===== src/rtl/wb_commit_arbiter_if.sv =====
// Writeback-lane inputs and register-file write ports bundled for wb_commit_arbiter.
// The master side drives results and flush; the slave side (the arbiter) drives ready and writes.
interface wb_commit_arbiter_if #(
  parameter int LANES  = 2,
  parameter int WPORTS = 1,
  parameter int XLEN   = 32,
  parameter int TAG_W  = 3
);
  logic [LANES-1:0]       in_valid;
  logic [LANES-1:0]       in_ready;
  logic [LANES*TAG_W-1:0] in_tag;
  logic [LANES-1:0]       in_regwrite;
  logic [LANES*5-1:0]     in_rd;
  logic [LANES*XLEN-1:0]  in_data;
  logic                   flush;
  logic [TAG_W-1:0]       flush_tag;
  logic [WPORTS-1:0]      wr_en;
  logic [WPORTS*5-1:0]    wr_addr;
  logic [WPORTS*XLEN-1:0] wr_data;
  logic [2:0]             retire_cnt;
  logic [TAG_W-1:0]       next_tag_o;
  logic                   err_dup;

  modport master (
    output in_valid, in_tag, in_regwrite, in_rd, in_data, flush, flush_tag,
    input  in_ready, wr_en, wr_addr, wr_data, retire_cnt, next_tag_o, err_dup
  );

  modport slave (
    input  in_valid, in_tag, in_regwrite, in_rd, in_data, flush, flush_tag,
    output in_ready, wr_en, wr_addr, wr_data, retire_cnt, next_tag_o, err_dup
  );
endinterface


===== src/rtl/wb_commit_arbiter.sv =====
// In-order writeback arbiter: holds one result per lane and retires the oldest contiguous
// tag run onto WPORTS register-file write ports, keeping only the youngest write per rd.
module wb_commit_arbiter #(
  parameter int LANES  = 2,
  parameter int WPORTS = 1,
  parameter int XLEN   = 32,
  parameter int TAG_W  = 3
) (
  input logic                CLK,
  input logic                RST,
  wb_commit_arbiter_if.slave bus
);
  localparam int LIDX_W = (LANES > 1) ? $clog2(LANES) : 1;
  localparam int CNT_W  = 3;

  logic [LANES-1:0]       holdValid_q;
  logic [TAG_W-1:0]       holdTag_q [LANES];
  logic [LANES-1:0]       holdRegwrite_q;
  logic [4:0]             holdRd_q [LANES];
  logic [XLEN-1:0]        holdData_q [LANES];
  logic [TAG_W-1:0]       nextTag_q;
  logic [WPORTS-1:0]      wrEn_q, wrEn_d;
  logic [WPORTS*5-1:0]    wrAddr_q, wrAddr_d;
  logic [WPORTS*XLEN-1:0] wrData_q, wrData_d;
  logic [CNT_W-1:0]       retireCnt_q, retireN;
  logic                   errDup_q, dupNow;

  logic [LANES-1:0]  candFound, candWriter, retiring, inReady;
  logic [LIDX_W-1:0] candLane [LANES];
  logic [4:0]        candRd [LANES];
  logic [XLEN-1:0]   candData [LANES];

  // A writer at slot k survives unless a younger slot inside the first n slots writes the same rd.
  function automatic logic survives(input int k, input int n, input logic [LANES-1:0] writers,
                                    input logic [4:0] rds [LANES]);
    logic keep;
    keep = writers[k];
    for (int j = 0; j < LANES; j++)
      if (j > k && j < n && writers[j] && rds[j] == rds[k]) keep = 1'b0;
    return keep;
  endfunction

  always_comb begin : candidateSelect
    for (int k = 0; k < LANES; k++) begin
      candFound[k] = 1'b0;
      candLane[k]  = '0;
      for (int l = LANES - 1; l >= 0; l--)
        if (holdValid_q[l] && holdTag_q[l] == nextTag_q + TAG_W'(k)) begin
          candFound[k] = 1'b1;
          candLane[k]  = LIDX_W'(l);
        end
      candRd[k]     = holdRd_q[candLane[k]];
      candData[k]   = holdData_q[candLane[k]];
      candWriter[k] = candFound[k] & holdRegwrite_q[candLane[k]] & (candRd[k] != 5'd0);
    end
  end

  // Surviving-writer count never shrinks as the prefix grows, so the largest fitting prefix wins.
  always_comb begin : prefixSelect
    logic             runOk;
    logic [CNT_W-1:0] writeCnt;
    retireN  = '0;
    runOk    = 1'b1;
    writeCnt = '0;
    for (int p = 1; p <= LANES; p++) begin
      runOk    = runOk & candFound[p-1];
      writeCnt = '0;
      for (int k = 0; k < p; k++)
        if (survives(k, p, candWriter, candRd)) writeCnt = writeCnt + CNT_W'(1);
      if (runOk && writeCnt <= CNT_W'(WPORTS)) retireN = CNT_W'(p);
    end
  end

  always_comb begin : portAssign
    int portIdx;
    portIdx  = 0;
    wrEn_d   = '0;
    wrAddr_d = '0;
    wrData_d = '0;
    retiring = '0;
    for (int k = 0; k < LANES; k++) begin
      if (CNT_W'(k) < retireN) begin
        retiring[candLane[k]] = 1'b1;
        if (survives(k, int'(retireN), candWriter, candRd) && portIdx < WPORTS) begin
          wrEn_d[portIdx]                 = 1'b1;
          wrAddr_d[portIdx*5 +: 5]        = candRd[k];
          wrData_d[portIdx*XLEN +: XLEN]  = candData[k];
          portIdx                         = portIdx + 1;
        end
      end
    end
  end

  always_comb begin : dupDetect
    dupNow = 1'b0;
    for (int i = 0; i < LANES; i++)
      for (int j = i + 1; j < LANES; j++)
        if (holdValid_q[i] && holdValid_q[j] && holdTag_q[i] == holdTag_q[j]) dupNow = 1'b1;
  end

  assign inReady = {LANES{~bus.flush}} & (~holdValid_q | retiring);

  // Flush wins over both retirement and acceptance in the same cycle.
  always_ff @(posedge CLK or posedge RST) begin : stateUpdate
    if (RST) begin
      holdValid_q    <= '0;
      holdRegwrite_q <= '0;
      for (int l = 0; l < LANES; l++) begin
        holdTag_q[l]  <= '0;
        holdRd_q[l]   <= '0;
        holdData_q[l] <= '0;
      end
      nextTag_q   <= '0;
      wrEn_q      <= '0;
      wrAddr_q    <= '0;
      wrData_q    <= '0;
      retireCnt_q <= '0;
      errDup_q    <= 1'b0;
    end else begin
      errDup_q <= errDup_q | dupNow;
      if (bus.flush) begin
        holdValid_q <= '0;
        nextTag_q   <= bus.flush_tag;
        wrEn_q      <= '0;
        retireCnt_q <= '0;
      end else begin
        for (int l = 0; l < LANES; l++) begin
          if (inReady[l] && bus.in_valid[l]) begin
            holdValid_q[l]    <= 1'b1;
            holdTag_q[l]      <= bus.in_tag[l*TAG_W +: TAG_W];
            holdRegwrite_q[l] <= bus.in_regwrite[l];
            holdRd_q[l]       <= bus.in_rd[l*5 +: 5];
            holdData_q[l]     <= bus.in_data[l*XLEN +: XLEN];
          end else if (retiring[l]) begin
            holdValid_q[l] <= 1'b0;
          end
        end
        nextTag_q   <= nextTag_q + TAG_W'(retireN);
        wrEn_q      <= wrEn_d;
        wrAddr_q    <= wrAddr_d;
        wrData_q    <= wrData_d;
        retireCnt_q <= retireN;
      end
    end
  end

  assign bus.in_ready   = inReady;
  assign bus.wr_en      = wrEn_q;
  assign bus.wr_addr    = wrAddr_q;
  assign bus.wr_data    = wrData_q;
  assign bus.retire_cnt = retireCnt_q;
  assign bus.next_tag_o = nextTag_q;
  assign bus.err_dup    = errDup_q;
endmodule

===== src/flat_wrapper.sv =====
// flat-port wrapper written by rule: the top's interface ports become plain ports
module wb_commit_arbiter_flat 
#(
  parameter int LANES  = 2,
  parameter int WPORTS = 1,
  parameter int XLEN   = 32,
  parameter int TAG_W  = 3
)
  (CLK, RST, bus_in_valid, bus_in_tag, bus_in_regwrite, bus_in_rd, bus_in_data, bus_flush, bus_flush_tag, bus_in_ready, bus_wr_en, bus_wr_addr, bus_wr_data, bus_retire_cnt, bus_next_tag_o, bus_err_dup);
  wb_commit_arbiter_if #(.LANES(LANES), .WPORTS(WPORTS), .XLEN(XLEN), .TAG_W(TAG_W)) bus_i ();
  input logic CLK;
  input logic RST;
  input wire logic [$bits(bus_i.in_valid)-1:0] bus_in_valid;
  input wire logic [$bits(bus_i.in_tag)-1:0] bus_in_tag;
  input wire logic [$bits(bus_i.in_regwrite)-1:0] bus_in_regwrite;
  input wire logic [$bits(bus_i.in_rd)-1:0] bus_in_rd;
  input wire logic [$bits(bus_i.in_data)-1:0] bus_in_data;
  input wire logic [$bits(bus_i.flush)-1:0] bus_flush;
  input wire logic [$bits(bus_i.flush_tag)-1:0] bus_flush_tag;
  output wire logic [$bits(bus_i.in_ready)-1:0] bus_in_ready;
  output wire logic [$bits(bus_i.wr_en)-1:0] bus_wr_en;
  output wire logic [$bits(bus_i.wr_addr)-1:0] bus_wr_addr;
  output wire logic [$bits(bus_i.wr_data)-1:0] bus_wr_data;
  output wire logic [$bits(bus_i.retire_cnt)-1:0] bus_retire_cnt;
  output wire logic [$bits(bus_i.next_tag_o)-1:0] bus_next_tag_o;
  output wire logic [$bits(bus_i.err_dup)-1:0] bus_err_dup;
  assign bus_i.in_valid = bus_in_valid;
  assign bus_i.in_tag = bus_in_tag;
  assign bus_i.in_regwrite = bus_in_regwrite;
  assign bus_i.in_rd = bus_in_rd;
  assign bus_i.in_data = bus_in_data;
  assign bus_i.flush = bus_flush;
  assign bus_i.flush_tag = bus_flush_tag;
  assign bus_in_ready = bus_i.in_ready;
  assign bus_wr_en = bus_i.wr_en;
  assign bus_wr_addr = bus_i.wr_addr;
  assign bus_wr_data = bus_i.wr_data;
  assign bus_retire_cnt = bus_i.retire_cnt;
  assign bus_next_tag_o = bus_i.next_tag_o;
  assign bus_err_dup = bus_i.err_dup;
  wb_commit_arbiter #(.LANES(LANES), .WPORTS(WPORTS), .XLEN(XLEN), .TAG_W(TAG_W)) u_core (.CLK(CLK), .RST(RST), .bus(bus_i));
endmodule

===== config.mk =====
export PLATFORM = sky130hd
export DESIGN_NAME = wb_commit_arbiter_flat
export DESIGN_NICKNAME = d
export VERILOG_FILES = /design/src/rtl/wb_commit_arbiter_if.sv /design/src/rtl/wb_commit_arbiter.sv /design/src/flat_wrapper.sv
export SDC_FILE = /design/constraint.sdc
export NUM_CORES = 1
export LEC_CHECK = 0
export ABC_CLOCK_PERIOD_IN_PS = 8350
export CAP_MARGIN = 0
export CORE_UTILIZATION = 36
export CTS_BUF_LIST = sky130_fd_sc_hd__clkbuf_16
export DETAILED_ROUTE_END_ITERATION = 16
export SYNTH_ARGS = -nofsm -noshare
export SYNTH_HDL_FRONTEND = slang
export SYNTH_SLANG_ARGS = --single-unit

===== constraint.sdc =====
create_clock -name CLK -period 8.35 [get_ports CLK]
set_input_delay 1.2525 -clock CLK [delete_from_list [all_inputs] [get_ports CLK]]
set_output_delay 1.2525 -clock CLK [all_outputs]
set_load 0.02 [all_outputs]

==> After elaboration in Yosys (flattened, before gate mapping) <==
Index checks and enable logic that the tools add are counted.
{ "word_totals": {"regBits": 129, "input_bits": 90, "out_inout_bits": 47} }
{ "classes": {"n_addsub": 5, "multipliers": 1, "order_cmp": 14, "n_eq_ne": 6, "shift": 4, "muxes": 62, "n_bitwise": 14, "n_reduce_logical": 23} }
{ "op_table": {"columns": ["operator", "count"], "rows": [
  ["32-bit 2-to-1 mux", 11],
  ["32-bit negator with 33-bit output", 2],
  ["32-bit by 2-bit < comparator with 1-bit output (second input constant)", 2],
  ["5-bit 2-to-1 mux", 10],
  ["32-bit by 33-bit variable shift with 32-bit output (first input constant)", 1],
  ["5-bit by 33-bit variable shift with 5-bit output (first input constant)", 1],
  ["32-bit by 33-bit variable part select with 32-bit output", 1],
  ["5-bit by 33-bit variable part select with 5-bit output", 1],
  ["32-bit bitwise mux", 1],
  ["32-bit by 1-bit >= comparator with 1-bit output (second input constant)", 1],
  ["32-bit by 4-bit multiplier with 32-bit output (second input constant)", 1],
  ["1-bit 2-to-1 mux", 30],
  ["1-bit logical AND", 17],
  ["3-bit equality test", 5],
  ["3-bit 2-to-1 mux", 4],
  ["5-bit nonzero test", 2],
  ["1-bit by 3-bit < comparator with 1-bit output (first input constant)", 3],
  ["2-bit 2-to-1 mux", 3],
  ["3-bit nonzero test", 2],
  ["1-bit AND", 5],
  ["5-bit bitwise mux", 1],
  ["5-bit equality test", 1],
  ["2-bit >= comparator (second input constant)", 2],
  ["1-bit by 2-bit < comparator with 1-bit output (second input constant)", 2],
  ["14 further kinds", 20]
]} }

==> Logic depth before layout (Yosys ltp) <==
{ "logic_depth": {"word_depth": 33, "mapped_depth": 12, "depth_no_buf": 12} }

==> Worst setup path after synthesis <==
OpenSTA, ideal clock, no wires.
{ "synth_timing": {"path_type": "reg-to-output", "startpoint": "register u_core.nextTag_q[0] (netlist: u_core.bus.next_tag_o[0])", "endpoint": "output bus_in_ready[1]", "t_arrival_ns": 2.333, "required_ns": 7.098, "slack_ns": 4.765, "stages_incl_launch_ff": 9, "cell_sequence": "dfrtp_1 ha_1 xnor3_1 nand4b_2 or3_1 o2111ai_2 o21ai_1 and3_1 nor2_1"} }
{ "synth_via": {"elab_chain_cells": 25} }
{ "synth_lines": {"columns": ["item", "line_no", "source"], "rows": [
  ["start, declared", "wb_commit_arbiter.sv:21", "logic [TAG_W-1:0] nextTag_q;"],
  ["start signal, assigned", "wb_commit_arbiter.sv:123", "nextTag_q <= bus.flush_tag;"],
  ["start signal, assigned", "wb_commit_arbiter.sv:138", "nextTag_q <= nextTag_q + TAG_W'(retireN);"],
  ["3-bit by 1-bit adder with 3-bit output", "wb_commit_arbiter.sv:48", "if (holdValid_q[l] && holdTag_q[l] == nextTag_q + TAG_W'(k)) begin"],
  ["3-bit equality test", "wb_commit_arbiter.sv:48", null],
  ["1-bit logical AND", "wb_commit_arbiter.sv:48", null],
  ["1-bit 2-to-1 mux (2 in series)", "wb_commit_arbiter.sv:48", null],
  ["1-bit inverter with 2-bit output (not written as such)", "wb_commit_arbiter.sv:52", "candRd[k] = holdRd_q[candLane[k]];"],
  ["5-bit 2-to-1 mux (not written as such) (3 in series)", "wb_commit_arbiter.sv:52", null],
  ["5-bit nonzero test", "wb_commit_arbiter.sv:54", "candWriter[k] = candFound[k] & holdRegwrite_q[candLane[k]] & (candRd[k] != 5'd0);"],
  ["1-bit AND", "wb_commit_arbiter.sv:54", null],
  ["(+6 left out)", null, null],
  ["1-bit logical AND", "wb_commit_arbiter.sv:70", "if (runOk && writeCnt <= CNT_W'(WPORTS)) retireN = CNT_W'(p);"],
  ["3-bit 2-to-1 mux", "wb_commit_arbiter.sv:70", null],
  ["1-bit by 3-bit < comparator with 1-bit output", "wb_commit_arbiter.sv:82", "if (CNT_W'(k) < retireN) begin"],
  ["2-bit 2-to-1 mux", "wb_commit_arbiter.sv:82", null],
  ["2-bit bitwise OR (no line)", null, null],
  ["2-bit 2-to-1 mux *", "wb_commit_arbiter.sv:82", null],
  ["2-bit bitwise OR *", "wb_commit_arbiter.sv:101", "assign inReady = {LANES{~bus.flush}} & (~holdValid_q | retiring);"],
  ["2-bit AND *", "wb_commit_arbiter.sv:101", null],
  ["end, declared", "flat_wrapper.sv:20", "output wire logic [$bits(bus_i.in_ready)-1:0] bus_in_ready;"]
]} }
Mark *: on every way between the ends. The rest lies on a longest branch, timed or not. The select of a mux whose other input is x is not followed.

==> Worst setup path after layout <==
Ends and elaborated chain as after synthesis.

==> flow_metrics.py <==
metrics = {
    "placement": {
        "place_area_sq_mm": 0.007810,
        "dp_hpwl_um": 10320,
        "io_buffers": 135,
        "finalWeightedCongestion": 0.9120,
        "place_ws_ns": 4.075,
    },
    "yosys": {
        "syn_nets": 568,
        "synth_top_family_by_area": "multiplexers",
        "ys.flop_type": "dfrtp_1",
        "syn_inst": 475,
        "synth_xor_xnor_area_share_pct": 3.082,
        "async_flop_share_pct": 100.0,
        "synth_compound_gate_area_share_pct": 7.634,
        "synth_cell_types": 49,
        "synth-seq-cells": 128,
        "yosys.area_share.simple_pct": 5.427,
        "synth_fa_ha_area_share_pct": 0.7157,
        "synth_area_sq_mm": 0.006294,
        "synth.mux.area_fraction_pct": 29.17,
        "yosysTopAreaCellShare_pct": 50.89,
        "synth_area_leaders": "dfrtp_1, mux2i_1, mux2_4",
        "seq_area_frac_synth_pct": 50.89,
        "yosys_warnings": 0,
        "syn_avg_cell_area_sq_um": 13.25,
        "synth_edf_count": 0,
        "synth_area_leader_cell": "dfrtp_1",
    },
    "floorplanning": {
        "die_y_um": 134.2,
        "core_sq_mm": 0.01682,
        "start_util_pct": 37.42,
        "ioPinCount": 137,
        "num_rows": 47,
        "die_area_sq_mm": 0.01802,
        "die_x_um": 134.2,
    },
    "setup_path": {
        "cp-start-kind": "flop",
        "arrival_ns": 3.47,
        "cp_slowest_stage_delay_ns": 0.58,
        "crit_family": "simple AND/OR/NAND/NOR gates",
        "cp_max_fo": 6,
        "path_cells": "ha_1 > xnor3_1 > nand4b_2 > or2_2 > a221o_1 > o21ai_1 > and3_1 > nor2_1 > clkdlybuf4s50_1",
        "worst_setup_path_end_kind": "output pin",
        "path_buf_inv": 1,
        "critPathSlowestCell": "clkdlybuf4s50_1",
        "crit_required_ns": 7.10,
        "crit_type": "flop to output pin",
    },
    "cts": {
        "clk_path_buf_depth": 2,
        "postCtsHoldBufs": 0,
        "cts.clk_slew.worst_paths_ns": 0.06,
        "clkLatencyLatePin_ns": 0.42,
        "cts_buffers": 17,
        "h-tree-depth": 4,
        "cts-root-buf": "clkbuf_16",
        "cts_tree": "yes",
        "cts.sinks": 128,
        "post_cts_buffers": 0,
        "cts_resized": 0,
    },
    "route": {
        "drt_iter0_drc": 239,
        "drc": 0,
        "vias": 4419,
        "drtAntennaViolNets": 0,
        "post_drt_wl_per_cell_um": 19.47,
        "drt_pass1_iterations": 4,
        "routed_wl_um": 16320,
        "vias_per_cell": 5.273,
    },
    "global_route": {
        "grt_pass1_wl_um": 26360,
        "overflow": 0,
        "grt_use_total_pct": 19.37,
        "antenna_found_initial": 0,
        "grt_pass1_vias": 4699,
        "grt_max_degree": 85,
    },
    "min_path": {
        "hp-class": "flop to flop",
    },
    "cells_and_area": {
        "final_common_cell": "clkdlybuf4s50_1",
        "nets": 698,
        "n_antenna_cell": 0,
        "finish.utilization_pct": 50.10,
        "drive_gt1_share_pct": 18.61,
        "area_delta_synth_final_pct": 33.90,
        "final_cell_mix": "clkdlybuf4s50_1, dfrtp_1, mux2i_1",
        "fin_area_sq_mm": 0.008427,
        "nFillCells": 1469,
    },
    "sta": {
        "hold_ws_ns": 0.4915,
        "setup_tns_ns": 0,
        "fmax_ghz": 0.2119,
        "rsz0062_at_grt": "no",
        "setup_violations": 0,
        "period_minus_slack_ns": 4.719,
        "finalClockSkew_ns": 0.01453,
        "setup_slack_ns": 3.631,
        "hold_viol": 0,
        "tightest_slew_ns": 1.120,
        "relSlewSlack_pct": 24.96,
        "finalMaxSlewViolations": 0,
        "fin_crit_sh_pct": 56.52,
    },
    "power_and_ir_drop": {
        "leakage_uw": 0.003785,
        "power_density_mw_per_mm2": 251.7,
        "ir_drop_mv": 0.1428,
    },
    "run": {
        "maxCapViolCount": 0,
    },
    "status": {
        "status": "completed",
    },
}
cell usage after synthesis, drive strengths merged, types with 2 or more instances:
cell / instances
dfrtp: 128
mux2: 83
mux2i: 75
nand2: 42
o221ai: 36
buf: 16
clkbuf: 14
nor2: 13
xnor2: 9
xor2: 8
inv: 6
o21ai: 6
nand4b: 3
a21oi: 2
and2: 2
and4: 2
ha: 2
nor3: 2
o211ai: 2
o31ai: 2
or2: 2
xnor3: 2
power by group:
part,switching [uW],internal (uW),total (uW)
Sequential,103,733,836
Clock,280,497,777
Combinational,219,289,508
path summary, 6_finish.rpt:
path	end	start	slack [ns]	depth (start not counted)
setup / recovery	bus_in_ready[1]	u_core.bus.next_tag_o[0]$_DFF_PP0_	3.63	9
hold / removal	u_core.bus.wr_data[16]$_DFFE_PP0N_	u_core.bus.wr_data[16]$_DFFE_PP0N_	0.49	2
setup reg to reg	u_core.bus.wr_data[23]$_DFFE_PP0N_	u_core.bus.next_tag_o[0]$_DFF_PP0_	4.62	8
hold reg to reg	u_core.bus.wr_data[16]$_DFFE_PP0N_	u_core.bus.wr_data[16]$_DFFE_PP0N_	0.49	2
max in group asynchronous	u_core.bus.wr_data[29]$_DFFE_PP0N_	RST	5.67	3
min in group asynchronous	u_core.holdData_q[14]$_DFFE_PP0P_	RST	1.40	2
cell families after synthesis:
| family | Yosys count |
|---|---|
| compound gates | 57 |
| other cells | 1 |
| xor+xnor | 19 |
| flops | 128 |
| simple gates | 73 |
| buf+inv | 36 |
| mux | 158 |
| fa+ha+maj | 3 |
area by class of cell:
type	instances	area (sq um)	share of cell area (%)
Sequential cell	128	3203	38.01
Multi-Input combinational cell	311	2915	34.60
Timing Repair Buffer	141	1391	16.51
Clock buffer	17	425.4	5.048
Tap cell	220	275.3	3.267
Clock inverter	15	191.4	2.272
Inverter	6	25.02	0.2970
stage by stage:
stage                     power, uW  instances
final                          2121        838
after global routing           2219        838
after CTS                      2139        838
after detailed placement       1356        806
after global placement         1342        806
after floorplan                1180        475
worst register-to-register path, stage by stage (launching register included):
cell and delay (ns):
dfrtp_1 0.44, ha_1 0.36, xnor2_1 0.19, nor4bb_1 0.45, or3_1 0.18, o2111ai_2 0.19, nand4b_1 1.00, buf_4 0.59
o221ai_1 0.25
per-layer routing:
layer	GRT usage, %	vias up	part of all wire, %
li1	-	2019	-
met1	25.70	2254	46
met2	31.20	124	48
met3	4.006	22	4.5
met4	7.116	0	1.9
met5	0	-	0
registers in the layout, indices dropped and copies added, names as in the netlist, 3 cells and up:
register               flops
u_core.holdTag_q           6
u_core.bus.next_tag_o      3
u_core.bus.wr_data        32
u_core.holdRd_q           10
u_core.holdData_q         64
u_core.bus.wr_addr         5
Note: power is estimated with default switching activity, not from simulation.
